$ cat config.mk
export PLATFORM = sky130hd
export DESIGN_NAME = mpsoc_wb_gpio_arbiter
export DESIGN_NICKNAME = d
export VERILOG_FILES = /design/src/rtl/mpsoc_wb_gpio_arb_pkg.sv /design/src/rtl/mpsoc_rr_arbiter.sv /design/src/rtl/mpsoc_wb_gpio_arbiter.sv
export SDC_FILE = /design/constraint.sdc
export NUM_CORES = 1
export LEC_CHECK = 0
export CAP_MARGIN = 40
export CORE_AREA = 2 2 178 180
export DETAILED_ROUTE_END_ITERATION = 7
export DIE_AREA = 0 0 180 182
export SYNTH_ARGS = -nofsm -noshare
export SYNTH_HDL_FRONTEND = slang
export SYNTH_HIERARCHICAL = 1
export SYNTH_SLANG_ARGS = --single-unit
export TNS_END_PERCENT = 100
$ cat constraint.sdc
create_clock -name wb_clk_i -period 3.1 [get_ports wb_clk_i]
set_clock_uncertainty 0.15 [all_clocks]
set_input_delay 0.31 -clock wb_clk_i [delete_from_list [all_inputs] [get_ports wb_clk_i]]
set_output_delay 0.31 -clock wb_clk_i [all_outputs]
set_load 0.05 [all_outputs]
$ cat src/rtl/mpsoc_wb_gpio_arb_pkg.sv
// Shared types and constants for the GPIO Wishbone round-robin arbiter.
// The optional slave-ack watchdog in the top is enabled by MPSOC_WB_GPIO_ARB_TIMEOUT_EN.
package mpsoc_wb_gpio_arb_pkg;

    localparam int MAX_MASTERS = 8;

    localparam logic [2:0] CTI_CLASSIC = 3'b000;
    localparam logic [2:0] CTI_INCR    = 3'b010;
    localparam logic [2:0] CTI_EOB     = 3'b111;

    typedef enum logic {
        IDLE = 1'b0,
        OWN  = 1'b1
    } arb_state_t;

endpackage

$ cat src/rtl/mpsoc_rr_arbiter.sv
// Combinational round-robin pick: first requester at or after ptr, ascending with wrap.
module mpsoc_rr_arbiter #(
    parameter int N  = 4,
    parameter int IW = (N > 1) ? $clog2(N) : 1
) (
    input  logic [N-1:0]  req,
    input  logic [IW-1:0] ptr,
    output logic [N-1:0]  gnt,
    output logic [IW-1:0] idx,
    output logic          valid
);

    logic [IW:0] cand_s;

    // Scan N slots starting at ptr; the first set request wins.
    always_comb begin
        gnt    = '0;
        idx    = '0;
        valid  = 1'b0;
        cand_s = '0;
        for (int k = 0; k < N; k++) begin
            cand_s = {1'b0, ptr} + (IW + 1)'(k);
            if (cand_s >= (IW + 1)'(N)) begin
                cand_s = cand_s - (IW + 1)'(N);
            end else begin
                cand_s = cand_s;
            end
            if (!valid && req[cand_s[IW-1:0]]) begin
                valid    = 1'b1;
                idx      = cand_s[IW-1:0];
                gnt      = '0;
                gnt[idx] = 1'b1;
            end else begin
                valid = valid;
            end
        end
    end

endmodule

$ cat src/rtl/mpsoc_wb_gpio_arbiter.sv
// Round-robin Wishbone arbiter sharing one GPIO slave port; ownership spans the whole cyc.
// Define MPSOC_WB_GPIO_ARB_TIMEOUT_EN to add the slave-ack watchdog (limit = TIMEOUT).
module mpsoc_wb_gpio_arbiter
    import mpsoc_wb_gpio_arb_pkg::*;
#(
    parameter int NUM_MASTERS   = 4,
    parameter int WB_ADDR_WIDTH = 32,
    parameter int WB_DATA_WIDTH = 32,
    parameter int TIMEOUT       = 255
) (
    input  logic                                   wb_clk_i,
    input  logic                                   wb_rst_ni,
    input  logic [NUM_MASTERS-1:0]                 wbm_cyc_i,
    input  logic [NUM_MASTERS-1:0]                 wbm_stb_i,
    input  logic [NUM_MASTERS-1:0]                 wbm_we_i,
    input  logic [NUM_MASTERS*WB_ADDR_WIDTH-1:0]   wbm_adr_i,
    input  logic [NUM_MASTERS*WB_DATA_WIDTH-1:0]   wbm_dat_i,
    input  logic [NUM_MASTERS*WB_DATA_WIDTH/8-1:0] wbm_sel_i,
    input  logic [NUM_MASTERS*3-1:0]               wbm_cti_i,
    input  logic [NUM_MASTERS*2-1:0]               wbm_bte_i,
    output logic [WB_DATA_WIDTH-1:0]               wbm_dat_o,
    output logic [NUM_MASTERS-1:0]                 wbm_ack_o,
    output logic [NUM_MASTERS-1:0]                 wbm_err_o,
    output logic                                   wbs_cyc_o,
    output logic                                   wbs_stb_o,
    output logic                                   wbs_we_o,
    output logic [WB_ADDR_WIDTH-1:0]               wbs_adr_o,
    output logic [WB_DATA_WIDTH-1:0]               wbs_dat_o,
    output logic [WB_DATA_WIDTH/8-1:0]             wbs_sel_o,
    output logic [2:0]                             wbs_cti_o,
    output logic [1:0]                             wbs_bte_o,
    input  logic [WB_DATA_WIDTH-1:0]               wbs_dat_i,
    input  logic                                   wbs_ack_i,
    input  logic                                   wbs_err_i,
    output logic [NUM_MASTERS-1:0]                 grant_o,
    output logic                                   busy_o
);

    localparam int N  = NUM_MASTERS;
    localparam int AW = WB_ADDR_WIDTH;
    localparam int DW = WB_DATA_WIDTH;
    localparam int SW = WB_DATA_WIDTH / 8;
    localparam int IW = $clog2(NUM_MASTERS);

    if (NUM_MASTERS < 2 || NUM_MASTERS > MAX_MASTERS || TIMEOUT < 1 || TIMEOUT > 255) begin : g_bad_cfg
        $error("mpsoc_wb_gpio_arbiter: NUM_MASTERS must be 2..8 and TIMEOUT 1..255");
    end

    arb_state_t    state_r, state_nxt_s;
    logic [N-1:0]  grant_r, grant_nxt_s;
    logic [IW-1:0] gidx_r, gidx_nxt_s;
    logic [IW-1:0] ptr_r, ptr_nxt_s;
    logic [N-1:0]  rr_gnt_s;
    logic [IW-1:0] rr_idx_s;
    logic          rr_valid_s;
    logic          own_s;
    logic          to_hit_s;

    assign own_s     = (state_r == OWN);
    assign grant_o   = grant_r;
    assign busy_o    = own_s;
    assign wbm_dat_o = wbs_dat_i;

    mpsoc_rr_arbiter #(.N(N), .IW(IW)) u_rr (
        .req   (wbm_cyc_i),
        .ptr   (ptr_r),
        .gnt   (rr_gnt_s),
        .idx   (rr_idx_s),
        .valid (rr_valid_s)
    );

`ifdef MPSOC_WB_GPIO_ARB_TIMEOUT_EN
    logic [7:0] to_cnt_r;

    assign to_hit_s = own_s && (to_cnt_r == 8'(TIMEOUT));

    // Watchdog: cleared while idle (hence on every new grant) or on ack, counts unanswered strobes.
    always_ff @(posedge wb_clk_i or negedge wb_rst_ni) begin
        if (!wb_rst_ni) begin
            to_cnt_r <= 8'd0;
        end else if (!own_s || wbs_ack_i || to_hit_s) begin
            to_cnt_r <= 8'd0;
        end else if (wbs_stb_o) begin
            to_cnt_r <= to_cnt_r + 8'd1;
        end else begin
            to_cnt_r <= to_cnt_r;
        end
    end
`else
    assign to_hit_s = 1'b0;
`endif

    // Next-state: grant from IDLE, release (always via one IDLE bubble) when the owner drops cyc.
    always_comb begin
        state_nxt_s = state_r;
        grant_nxt_s = grant_r;
        gidx_nxt_s  = gidx_r;
        ptr_nxt_s   = ptr_r;
        case (state_r)
            IDLE: begin
                if (rr_valid_s) begin
                    state_nxt_s = OWN;
                    grant_nxt_s = rr_gnt_s;
                    gidx_nxt_s  = rr_idx_s;
                end else begin
                    grant_nxt_s = '0;
                end
            end
            OWN: begin
                if (!wbm_cyc_i[gidx_r] || to_hit_s) begin
                    state_nxt_s = IDLE;
                    grant_nxt_s = '0;
                    ptr_nxt_s   = (gidx_r == IW'(N - 1)) ? IW'(0) : gidx_r + IW'(1);
                end else begin
                    state_nxt_s = OWN;
                end
            end
            default: begin
                state_nxt_s = IDLE;
                grant_nxt_s = '0;
            end
        endcase
    end

    // FSM, grant and round-robin pointer registers.
    always_ff @(posedge wb_clk_i or negedge wb_rst_ni) begin
        if (!wb_rst_ni) begin
            state_r <= IDLE;
            grant_r <= '0;
            gidx_r  <= '0;
            ptr_r   <= '0;
        end else begin
            state_r <= state_nxt_s;
            grant_r <= grant_nxt_s;
            gidx_r  <= gidx_nxt_s;
            ptr_r   <= ptr_nxt_s;
        end
    end

    // Slave-side mux: owner's signals pass straight through, everything is 0 when idle.
    always_comb begin
        wbs_cyc_o = 1'b0;
        wbs_stb_o = 1'b0;
        wbs_we_o  = 1'b0;
        wbs_adr_o = '0;
        wbs_dat_o = '0;
        wbs_sel_o = '0;
        wbs_cti_o = 3'b000;
        wbs_bte_o = 2'b00;
        if (own_s) begin
            wbs_cyc_o = wbm_cyc_i[gidx_r] & ~to_hit_s;
            wbs_stb_o = wbm_cyc_i[gidx_r] & wbm_stb_i[gidx_r] & ~to_hit_s;
            wbs_we_o  = wbm_we_i[gidx_r];
            wbs_adr_o = wbm_adr_i[gidx_r*AW +: AW];
            wbs_dat_o = wbm_dat_i[gidx_r*DW +: DW];
            wbs_sel_o = wbm_sel_i[gidx_r*SW +: SW];
            wbs_cti_o = wbm_cti_i[gidx_r*3 +: 3];
            wbs_bte_o = wbm_bte_i[gidx_r*2 +: 2];
        end else begin
            wbs_cyc_o = 1'b0;
        end
    end

    // Ack/err go to the owner only; responses after the owner drops cyc are discarded.
    always_comb begin
        wbm_ack_o = '0;
        wbm_err_o = '0;
        if (own_s) begin
            wbm_ack_o[gidx_r] = wbs_ack_i & wbs_cyc_o;
            wbm_err_o[gidx_r] = (wbs_err_i & wbs_cyc_o) | to_hit_s;
        end else begin
            wbm_ack_o = '0;
        end
    end

endmodule
; ---- Word level (Yosys, flattened, before mapping)
; Index checks and enable logic that the tools add are counted.
[word_totals]
output_inout_bits = 121
in_bits = 340
word_cells = 111
register_bits = 9
[classes]
n_eq_ne = 2
shifts = 5
bitwise = 7
n_reduce_logical = 13
mul = 1
mux = 57
magnitude_cmp = 14
add_sub_neg = 8
[op_table]
columns = cell, n
row1 = $shiftx A128 B8 Y32, 2
row2 = $mux W32, 2
row3 = $mux W4, 9
row4 = $mux W1, 21
row5 = $mux W2, 10
row6 = $shiftx A16 B5 Y4, 1
row7 = $lt A2 B3 Y1 const B, 5
row8 = $bmux W1 S2, 7
row9 = $shiftx A12 B5 Y3, 1
row10 = $demux W1 S2, 5
row11 = $ge A2 B1 Y1 const B, 5
row12 = $ge A3 B3 Y1 const B, 3
row13 = $and A4 B4 Y4, 2
row14 = $logic_and A1 B1 Y1, 8
row15 = $pmux W4 S2, 1
row16 = $shiftx A8 B4 Y2, 1
row17 = $sub A2 B1 Y2 const B, 4
row18 = $add A2 B2 Y3 const B, 2
row19 = $mul A2 B2 Y4 const B, 1
row20 = $reduce_and A2 Y1, 2
row21 = $add A2 B1 Y3 const B, 1
row22 = $and A1 B1 Y1, 3
row23 = $ge A2 B3 Y1 const B, 1
row24 = $logic_not A1 Y1, 3
row25 = other kinds (6), 7

; ---- Depth between registers and ports, before layout
[depth]
word_depth = 16
depth_mapped = 10

; ---- Modules after synthesis
; Netlist, hierarchy kept.
[by_module_without_submodules]
columns = module, n_inst, cells_each, area_per_inst_um2
row1 = mpsoc_wb_gpio_arbiter, 1, 255, 3049.2
row2 = mpsoc_rr_arbiter, 1, 52, 426.7

; ---- Least setup slack after synthesis
; OpenSTA, ideal clock, no wires.
[synth_path]
kind = reg2reg
startpoint = register ptr_r[0]
endpoint = register grant_r[0], in the netlist grant_o[0]
arrival_time_ns = 2.376
stages_incl_launch_ff = 10
path_buffers = 2
t_required_ns = 2.828
path_slack_ns = 0.453
setup_time_ns = 0.122
path_cell_list = dfrtp_1 -> buf_6 -> inv_1 -> ha_1 -> mux4_2 -> or2_1 -> or3_1 -> nor2b_1 -> buf_1 -> a32o_1
[synth_via]
elab_chain_len = 16
word_cells_on_any_way = 59
classes_between = 7 x add/sub / 12 x order compare / 30 x mux / 10 x reduce/logical
[synth_rtl]
columns = item, line_no
row1 = start: declaration, mpsoc_wb_gpio_arbiter.sv:52  ; logic [IW-1:0] ptr_r, ptr_nxt_s;
row2 = start signal: assignment, mpsoc_wb_gpio_arbiter.sv:136  ; ptr_r <= ptr_nxt_s;
row3 = branches (longest 13 deep; another with $add A2 B1 Y3), n/a
row4 = $mux W1 (*), mpsoc_rr_arbiter.sv:28  ; if (!valid && req[cand_s[IW-1:0]]) begin
row5 = net rr_valid_s, mpsoc_wb_gpio_arbiter.sv:55  ; logic rr_valid_s;
row6 = $mux W4 (*), mpsoc_wb_gpio_arbiter.sv:101  ; if (rr_valid_s) begin
row7 = $pmux W4 S2 (*), mpsoc_wb_gpio_arbiter.sv:99  ; case (state_r)
row8 = end signal: assignment, mpsoc_wb_gpio_arbiter.sv:134  ; grant_r <= grant_nxt_s;
row9 = end: declaration, mpsoc_wb_gpio_arbiter.sv:50  ; logic [N-1:0] grant_r, grant_nxt_s;
; Mark *: on every way through the listed nets, which the timed path passes. The select of a mux whose other input is x is not followed.
; A chain may end at the register's enable or synchronous reset.

; ---- Final worst setup path
[layout_path]
startpoint = register gidx_r[0]
endpoint = output wbs_stb_o
[layout_via]
elab_chain_len = 4
word_cells_on_any_way = 6
classes_between = 5 x mux / 1 x bitwise
[layout_rtl]
columns = item, line_no
row1 = start: declaration, mpsoc_wb_gpio_arbiter.sv:51  ; logic [IW-1:0] gidx_r, gidx_nxt_s;
row2 = start signal: assignment, mpsoc_wb_gpio_arbiter.sv:135  ; gidx_r <= gidx_nxt_s;
row3 = $bmux W1 S2, mpsoc_wb_gpio_arbiter.sv:152  ; wbs_stb_o = wbm_cyc_i[gidx_r] & wbm_stb_i[gidx_r] & ~to_hit_s;
row4 = $mux W1 (not written as such), mpsoc_wb_gpio_arbiter.sv:152
row5 = $and A1 B1 Y1 (*), mpsoc_wb_gpio_arbiter.sv:152
row6 = $mux W1 (*), mpsoc_wb_gpio_arbiter.sv:150  ; if (own_s) begin
row7 = end: declaration, mpsoc_wb_gpio_arbiter.sv:25  ; output logic wbs_stb_o,
; Every way passes the cells marked *; elsewhere a longest branch is shown, timed or not. The select of a mux whose other input is x is not followed.

==> metrics.csv <==
metric,value,unit
yosys warns,6,
RSZ-0062 raised after global routing,no,
Clock Root Buffer,clkbuf_16,
Iter 0 DRT Violations,153,
cts hold-fix bufs,0,
Synth cell types,34,
syn_nets,655,
gr ovfl total,0,
slowest CP cell,clkdlybuf4s50_1,
Pwr Density,908.8,nW/µm²
startpoint types,flip-flop,
initial cell density of the core,11.22,%
"Buf+Inv Stages, Crit Path",2,
Die Y,182,µm
Die Wd,180,µm
I/O pins,461,
Place WS,0.2485,ns
"Slew Viols, Final",0,
VDD IR max,365.5,µV
Antenna Cells,0,
Clock transition at path regs,0.04,ns
nets@finish,1003,
Rel. slew slack,63.68,%
Worst Path Required,2.64,ns
drt via density,3.886,
Worst-Margin Slew,0.5431,ns
"delay-heaviest family, CP",buffers and inverters,
core area,30990,µm²
most frequent cells in the layout,"clkdlybuf4s50_1, mux4_2, buf_4",
run status,"finished, final reports clean",
die area,32760,µm²
Worst setup EP type,output pin,
fin crit period,2.877,ns
first-pass GRT wire length,26900,µm
crit-path max FO,16,
vias in the first global route,4537,
average size of a mapped cell,11.32,µm²
crit share post-route,92.81,%
WL/cell,17.12,µm
XOR/XNOR Fraction of Synth Area,0,%
Synth Area in Compound Gates,5.040,%
share of layout cells above drive strength 1,25.69,%
DRT antenna net count,0,
setup ws final,0.2229,ns
Max clock buf depth,2,
crit path DAT,2.42,ns
Port Buffers,396,
GRT Util Overall,10.54,%
CTS Buf Count,3,
Layout area overhead,117.3,%
largest family of logic cells by synthesized area,multiplexers,
type of the tightest min-delay check,in2async,
WS Path Type,reg2out,
RePlAce Congestion,0.7655,
multiplexer area fraction after synthesis,53.74,%
Simple-Gate Fraction of Synth Area,19.29,%
Tot Pwr,6.864,mW
"commonest non-fill, non-tap cell in the layout",clkdlybuf4s50_1,
Rows,65,
Final Util,24.37,%
#FFs+latches synth,9,
drt first pass iters,4,
final hold violation count,0,
"Setup Fix Bufs, Post-CTS",0,
Adder-Cell Fraction of Synth Area,2.880,%
register area share after synthesis,6.479,%
Final Cell Area,7552,µm²
Leak,2.783,nW
"Setup violations, final",0,
Fmax,347.6,MHz
initial antenna violation count,2,
CTS tree,built,
cell count after synthesis,307,
setup TNS,0,ns
H-tree levels,1,
Vias,4104,
clock sink total,9,
fill count,3301,
final wirelength,18080,µm
critical path's largest stage delay,0.69,ns
# resized after CTS,0,
Placed Area,7473,µm²
CP Cell Sequence,buf_4 > mux4_2 > and3_1 > clkdlybuf4s50_1,
largest net degree at the start of global routing,40,
max cap viols,0,
synthesized area,3476,µm²
clk_lat worst skew,0.23,ns
dpl hpwl,16190,µm
drt drc,0,
## report_power, final
part / switching (mW) / total (mW) / internal [mW] / leakage [nW]
Combinational: 3.69 / 6.30 / 2.61 / 2.64
Sequential: 0.168 / 0.341 / 0.173 / 0.110
Clock: 0.0543 / 0.226 / 0.172 / 0.0382
## path summary, 6_finish.rpt
| path | depth (start not counted) | startpoint | endpoint | slack, ns |
|---|---|---|---|---|
| setup / recovery | 4 | gidx_r[0] | wbs_stb_o | 0.22 |
| min in group wb_clk_i | 1 | grant_o[3] | grant_o[3] | 0.39 |
| max in group asynchronous | 1 | wb_rst_ni | gidx_r[0] | 2.24 |
| hold / removal | 1 | wb_rst_ni | grant_o[2] | 0.23 |
| hold reg to reg | 1 | grant_o[3] | grant_o[3] | 0.39 |
| setup reg to reg | 7 | ptr_r[0] | grant_o[0] | 0.53 |
## sequential cells by signal, summed over array words and instances (netlist names)
name / flops
grant_o: 4
ptr_r: 2
busy_o: 1
gidx_r: 2
## through the flow
step           hold slack (ns)  instances
3_5_place_dp            0.3990       1052
6_report                0.2340       1056
4_1_cts                 0.2427       1056
2_1_floorplan          -0.1356        307
3_3_place_gp            0.3893       1052
5_1_grt                 0.2665       1056
## routing by layer
layer	up-vias	part of all wire, %	global-route usage, %
li1	1855	-	-
met1	2003	39	12.60
met2	230	51	18.82
met3	16	8.9	3.510
met4	0	0.92	1.236
met5	-	0	0
## cells in the mapped netlist
| cell type | instances | area share, % |
|---|---|---|
| nand2_1 | 14 | 1.5 |
| or3_1 | 1 | 0.18 |
| buf_6 | 5 | 1.6 |
| and2b_1 | 1 | 0.22 |
| and2_4 | 1 | 0.25 |
| dfrtp_1 | 9 | 6.5 |
| or2_1 | 1 | 0.18 |
| mux2i_1 | 1 | 0.29 |
| mux4_2 | 77 | 50 |
| mux2_2 | 4 | 1.3 |
| nor2b_1 | 1 | 0.18 |
| o31ai_1 | 1 | 0.22 |
| o21ai_0 | 5 | 0.72 |
| and2_1 | 74 | 13 |
| nand2b_1 | 1 | 0.18 |
| nor4_1 | 1 | 0.18 |
| o211a_1 | 4 | 1.2 |
| ha_1 | 8 | 2.9 |
| a32o_1 | 4 | 1.2 |
| o22ai_1 | 1 | 0.18 |
| a21oi_1 | 1 | 0.14 |
| or3b_1 | 1 | 0.25 |
| nor2_1 | 8 | 0.86 |
| nor3b_2 | 1 | 0.36 |
| and3_1 | 9 | 1.6 |
| buf_1 | 1 | 0.11 |
| o2bb2ai_1 | 4 | 1.0 |
| inv_1 | 5 | 0.54 |
| mux4_1 | 3 | 2.3 |
| buf_2 | 13 | 1.9 |
| buf_4 | 33 | 7.1 |
| a31o_2 | 1 | 0.25 |
| a211oi_1 | 1 | 0.22 |
| clkbuf_1 | 12 | 1.3 |
## logic make-up (layout without fill, tap and decap cells)
| group | Yosys count | after routing |
|---|---|---|
| flip-flops | 9 | 9 |
| multiplexers | 85 | 85 |
| buffers and inverters | 69 | 416 |
| adder cells (fa/ha/maj) | 8 | 8 |
| AND/OR/NAND/NOR | 114 | 114 |
| AO/OA/AOI/OAI | 22 | 22 |
## area by class of cell
cell class                 count  area (µm²)  area share [%]
sequential                     9       234.0           3.098
multi-input combinational    229        2814           37.26
clock buffer                   4       78.83           1.044
timing repair buffer         407        3904           51.69
tap                          402       503.0           6.660
inverter                       5       18.77          0.2485
Note: power is estimated with default switching activity, not from simulation.
